<file path="config.mk">
export PLATFORM = sky130hd
export DESIGN_NAME = load_unit
export DESIGN_NICKNAME = d
export VERILOG_FILES = /design/src/rtl/common_pkg.sv /design/src/rtl/load_unit_readdata.sv /design/src/rtl/load_unit.sv
export SDC_FILE = /design/constraint.sdc
export NUM_CORES = 1
export LEC_CHECK = 0
export BUFFER_PORTS_ARGS = -buffer_cell sky130_fd_sc_hd__buf_4
export CAP_MARGIN = 20
export CELL_PAD_IN_SITES_DETAIL_PLACEMENT = 1
export CELL_PAD_IN_SITES_GLOBAL_PLACEMENT = 2
export CORE_MARGIN = 2
export CORE_UTILIZATION = 30
export DETAILED_ROUTE_END_ITERATION = 16
export GPL_TIMING_DRIVEN = 0
export PLACE_DENSITY = 0.93
export SETUP_SLACK_MARGIN = 0.4
export SKIP_LAST_GASP = 1
export SLEW_MARGIN = 10
export SYNTH_ARGS = -nofsm -noshare
export SYNTH_HDL_FRONTEND = slang
export SYNTH_HIERARCHICAL = 1
export SYNTH_SLANG_ARGS = --single-unit
</file>
<file path="constraint.sdc">
create_clock -name clk -period 4.8 [get_ports clk]
set_input_delay 0.72 -clock clk [delete_from_list [all_inputs] [get_ports clk]]
set_output_delay 0.72 -clock clk [all_outputs]
set_load 0.03 [all_outputs]
</file>
<file path="src/rtl/common_pkg.sv">
// Shared types for the memory stage: widths, access sizes, load FSM states
// and the alignment predicate used by both the load and store paths.
package common;

  typedef logic [63:0] u64;
  typedef logic [2:0]  u3;

  typedef enum logic [1:0] {
    MSIZE1 = 2'd0,
    MSIZE2 = 2'd1,
    MSIZE4 = 2'd2,
    MSIZE8 = 2'd3
  } msize_t;

  typedef enum logic [1:0] {
    IDLE = 2'd0,
    ADDR = 2'd1,
    DATA = 2'd2,
    DONE = 2'd3
  } load_state_t;

  // An access is misaligned when the low address bits below its size are nonzero.
  function automatic logic misaligned(input u3 addr, input msize_t msize);
    logic result;
    result = 1'b0;
    case (msize)
      MSIZE1: result = 1'b0;
      MSIZE2: result = addr[0];
      MSIZE4: result = (addr[1:0] != 2'b00);
      MSIZE8: result = (addr[2:0] != 3'b000);
      default: result = 1'b0;
    endcase
    return result;
  endfunction

endpackage

</file>
<file path="src/rtl/load_unit_readdata.sv">
// Read-side lane aligner: picks the addressed lanes out of a 64-bit bus word
// and sign- or zero-extends them to 64 bits.
module readdata
  import common::*;
(
  input  u3      addr,
  input  u64     data,
  input  msize_t msize,
  input  logic   sign_ext,
  output u64     result
);

  logic [5:0] shamt;
  u64         shifted;

  // Shift the selected lane down to bit 0, then extend from its MSB.
  always_comb begin
    shamt   = 6'd0;
    result  = '0;
    case (msize)
      MSIZE1: shamt = {addr, 3'b000};
      MSIZE2: shamt = {addr[2:1], 4'b0000};
      MSIZE4: shamt = {addr[2], 5'b00000};
      MSIZE8: shamt = 6'd0;
      default: shamt = 6'd0;
    endcase
    shifted = data >> shamt;
    case (msize)
      MSIZE1: result = {{56{sign_ext & shifted[7]}}, shifted[7:0]};
      MSIZE2: result = {{48{sign_ext & shifted[15]}}, shifted[15:0]};
      MSIZE4: result = {{32{sign_ext & shifted[31]}}, shifted[31:0]};
      MSIZE8: result = shifted;
      default: result = shifted;
    endcase
  end

endmodule

</file>
<file path="src/rtl/load_unit.sv">
// Memory-stage load engine: one load at a time, issues it on the data bus,
// extracts and extends the result, and holds it until the pipeline takes it.
module load_unit
  import common::*;
(
  input  logic        clk,
  input  logic        reset,
  input  logic        req_valid,
  output logic        req_ready,
  input  logic [63:0] req_addr,
  input  msize_t      req_msize,
  input  logic        req_signed,
  input  logic        flush,
  output logic        dreq_valid,
  output logic [63:0] dreq_addr,
  output msize_t      dreq_size,
  output logic [7:0]  dreq_strobe,
  input  logic        dresp_addr_ok,
  input  logic        dresp_data_ok,
  input  logic [63:0] dresp_data,
  output logic        rsp_valid,
  input  logic        rsp_ready,
  output logic [63:0] rsp_data,
  output logic        rsp_misalign
);

  load_state_t state, state_next;

  u64     addr_q;
  msize_t msize_q;
  logic   signed_q;
  logic   kill_q;
  u64     data_q;
  logic   misalign_q;
  u64     extracted;

  logic accept;
  logic req_misaligned;
  logic in_bus;

  assign accept         = (state == IDLE) && req_valid && !flush;
  assign req_misaligned = misaligned(req_addr[2:0], req_msize);
  assign in_bus         = (state == ADDR) || (state == DATA);

  readdata u_readdata (
    .addr     (addr_q[2:0]),
    .data     (dresp_data),
    .msize    (msize_q),
    .sign_ext (signed_q),
    .result   (extracted)
  );

  // State register.
  always_ff @(posedge clk or negedge reset) begin
    if (!reset) state <= IDLE;
    else        state <= state_next;
  end

  // Next-state logic; a killed load still waits for its data before leaving the bus.
  always_comb begin
    state_next = state;
    case (state)
      IDLE: begin
        if (accept) state_next = req_misaligned ? DONE : ADDR;
      end
      ADDR: begin
        if (dresp_data_ok)      state_next = (kill_q || flush) ? IDLE : DONE;
        else if (dresp_addr_ok) state_next = DATA;
      end
      DATA: begin
        if (dresp_data_ok) state_next = (kill_q || flush) ? IDLE : DONE;
      end
      DONE: begin
        if (flush || rsp_ready) state_next = IDLE;
      end
      default: state_next = IDLE;
    endcase
  end

  // Handshake outputs decoded from the current state.
  always_comb begin
    req_ready  = 1'b0;
    dreq_valid = 1'b0;
    rsp_valid  = 1'b0;
    case (state)
      IDLE:    req_ready  = 1'b1;
      ADDR:    dreq_valid = 1'b1;
      DATA:    dreq_valid = 1'b1;
      DONE:    rsp_valid  = 1'b1;
      default: req_ready  = 1'b0;
    endcase
  end

  // Request capture, kill tracking and result register.
  always_ff @(posedge clk or negedge reset) begin
    if (!reset) begin
      addr_q     <= '0;
      msize_q    <= MSIZE1;
      signed_q   <= 1'b0;
      kill_q     <= 1'b0;
      data_q     <= '0;
      misalign_q <= 1'b0;
    end else begin
      if (accept) begin
        addr_q     <= req_addr;
        msize_q    <= req_msize;
        signed_q   <= req_signed;
        kill_q     <= 1'b0;
        data_q     <= '0;
        misalign_q <= req_misaligned;
      end else if (in_bus) begin
        if (dresp_data_ok) begin
          kill_q <= 1'b0;
          if (!(kill_q || flush)) data_q <= extracted;
        end else if (flush) begin
          kill_q <= 1'b1;
        end
      end
    end
  end

  assign dreq_addr    = addr_q;
  assign dreq_size    = msize_q;
  assign dreq_strobe  = 8'h00;
  assign rsp_data     = data_q;
  assign rsp_misalign = misalign_q;

endmodule

</file>
==> flow_summary.json <==
{
  "via_per_inst": 5.01,
  "path_max_fanout": 10,
  "seq_area_um2": 3380,
  "whs_ns": 0.340,
  "die_h_um": 157,
  "critPathSlowestCell": "a21oi_4",
  "synth_area_um2": 7040,
  "rows": 56,
  "post_cts_buffers": 0,
  "cp_cell_sequence": "clkbuf_1 -> inv_1 -> a21oi_4 -> o221ai_2 -> a22oi_2 -> buf_4 -> buf_6 -> nand3_1 -> a22o_1",
  "drtIter0Drc": 344,
  "reg2reg_from": "dreq_addr[1]",
  "ctsHtreeMaxLevel": 4,
  "layout_commonest_cell": "buf_4",
  "cp.arrival_ns": 2.94,
  "async_reset_ff_share_pct": 100,
  "die_width_um": 157,
  "grt_max_degree": 76,
  "drive_gt1_share_pct": 35.1,
  "max_freq_mhz": 380,
  "fin_util_pct": 43.7,
  "finalWirelength_mm": 27.6,
  "initial_core_util_pct": 30.2,
  "rsz0062_at_grt": "no",
  "finalClockSkew_ns": 0.00729,
  "synth.yosys.seq_area_share_pct": 48.0,
  "antenna_found_initial": 2,
  "setup.worst_path.end_class": "flop",
  "synth.distinct_cells": 46,
  "root_buffer": "clkbuf_16",
  "cpPeakStageDelay_ns": 0.39,
  "maxCapViolations": 0,
  "ys.flop_type": "dfrtp_1",
  "power_density_nw_per_um2": 801,
  "core_area_um2": 23300,
  "critPathLaunch": "dreq_addr[1]",
  "post-route-cell-area_um2": 10200,
  "start_kind": "flop",
  "synthAdderAreaFrac_pct": 0.711,
  "io_pins": 280,
  "yosysWarnings": 6,
  "n_fill_cell": 2754,
  "syn_to_final_growth_pct": 44.3,
  "final.setup.tns_ns": 0,
  "vias": 6913,
  "ys_ff_latch": 135,
  "place_area_um2": 9530,
  "clkTransAtPathRegs_ns": 0.06,
  "finalHoldViolations": 0,
  "finalCriticalPeriod_ns": 2.63,
  "power.leakage_nw": 5.40,
  "fin_nets": 1188,
  "instances_no_fill": 1380,
  "synth_top_family_by_area": "compound AO/OA/AOI/OAI gates",
  "clkLatencyLatePin_ns": 0.42,
  "worst_hold_path_type": "primary input to asynchronous set/reset pin",
  "hpwl_mm": 21.4,
  "vdd_ir_drop_max_v": 0.000325,
  "grt-ovfl-total": 0,
  "syn_inst": 748,
  "grt.total_usage_pct": 22.2,
  "maxSlewHeadroom_pct": 46.7,
  "cp_num_buf_inv": 4,
  "numPortBuffers": 271,
  "tightest_slew_ns": 0.788,
  "synth_xor_area_share_pct": 0,
  "yosys.area_share.simple_pct": 17.7,
  "finalCritPeriodShare_pct": 54.8,
  "ctsResizeCount": 0,
  "cp.required_ns": 5.11,
  "crit_family": "compound AO/OA/AOI/OAI gates",
  "gp_congestion": 0.914,
  "ant_nets": 0,
  "drcViolationCount": 0,
  "grt_pass1_vias": 7211,
  "dieArea_um2": 24700,
  "cts_buffer_depth": 2,
  "syn_avg_cell_area_um2": 9.41,
  "outcome": "finished, final reports clean",
  "drv_slew": 0,
  "synthMuxAreaShare_pct": 7.04,
  "setup-violations-final": 0,
  "placed_cells": 1346,
  "cts-buffers-inserted": 17,
  "dr.pass1.iters": 5,
  "grt_pass1_wl_mm": 41.5,
  "cts_tree": "built",
  "synth_compound_gate_area_share_pct": 18.9,
  "ctsHoldBuffers": 0,
  "layout_common_cells": "282 x buf_4, 222 x nand2_1, 135 x dfrtp_1",
  "clock-sinks": 135,
  "wl_per_cell_um": 20.0,
  "synth-edff-count": 0,
  "critical_path_class": "flop to flop",
  "multiInputGateArea_um2": 3150
}
cells in the mapped netlist (3+ instances only):
master | instances | area, um2
mux2_2 | 8 | 90.1
o22ai_1 | 5 | 31.3
a22o_1 | 65 | 569
nand2_1 | 222 | 833
clkbuf_1 | 19 | 71.3
buf_6 | 21 | 236
a221o_1 | 5 | 50.1
ha_1 | 4 | 50.1
a21oi_1 | 46 | 230
a31oi_1 | 5 | 31.3
o311ai_0 | 6 | 52.6
o221ai_1 | 7 | 61.3
and2_1 | 3 | 18.8
nor2_1 | 25 | 93.8
nor3_1 | 3 | 15.0
buf_2 | 18 | 90.1
o211ai_1 | 11 | 82.6
dfrtp_1 | 135 | 3380
o21ai_0 | 11 | 55.1
mux2i_1 | 36 | 360
a211oi_1 | 3 | 22.5
nand3_1 | 33 | 165
buf_4 | 12 | 90.1
inv_1 | 13 | 48.8
nand2b_1 | 7 | 43.8
worst paths after layout:
kind,cells after the start,slack [ns],to
min in group clk,2,0.47,dreq_addr[20]
max in group asynchronous,2,3.68,dreq_size[0]
worst min register to register,2,0.47,dreq_addr[20]
worst max-delay path,9,2.17,rsp_data[32]
worst max register to register,9,2.17,rsp_data[32]
worst min-delay path,1,0.34,rsp_data[42]
logic make-up after synthesis:
kind of cell	Yosys count
flops	135
fa+ha+maj	4
other cells	1
simple gates	302
compound gates	177
buf+inv	83
mux	46
per-stage QoR:
stage | total power, mW | setup slack (ns)
after floorplan | 4.97 | 2.58
after global placement | 6.67 | 2.22
after detailed placement | 6.74 | 2.19
after CTS | 8.19 | 2.19
after global routing | 8.62 | 2.01
final | 8.13 | 2.17
flip-flops by register name (all words and copies together), names as in the netlist:
signal	cells
dreq_size	2
signed_q	1
state	2
dreq_addr	64
rsp_data	64
rsp_misalign	1
kill_q	1
where the power goes:
part	switching [mW]	internal (mW)	leakage [nW]	total [mW]
Clock	0.529	0.879	0.302	1.41
Combinational	2.90	1.76	3.34	4.65
Sequential	0.371	1.70	1.76	2.07
Total	3.80	4.34	5.40	8.13
routing by layer:
| metal | GRT usage (%) | vias to the layer above | share of wire, % |
|---|---|---|---|
| met2 | 35.7 | 313 | 46 |
| met3 | 8.20 | 43 | 9.6 |
| met5 | 0 | - | 0 |
| li1 | - | 3192 | - |
| met4 | 8.27 | 0 | 3.0 |
| met1 | 27.3 | 3365 | 42 |
cell type report:
type	count	share of cell area, %
antenna	4	0.0986
buffer	70	4.81
clock buffer	18	4.32
clock inverter	12	1.75
inverter	13	0.481
multi-input combinational	537	31.0
sequential	135	33.3
tap	319	3.93
timing repair buffer	272	20.3
worst register-to-register path, cell delays in order, from the launching register on:
cell and delay [ns]:
dfrtp_1 0.38, clkbuf_1 0.27, inv_1 0.25, a21oi_4 0.39
o221ai_2 0.18, a22oi_2 0.22, buf_4 0.23, buf_6 0.16
nand3_1 0.18, a22o_1 0.24
Power figures use the tool's default switching activity.
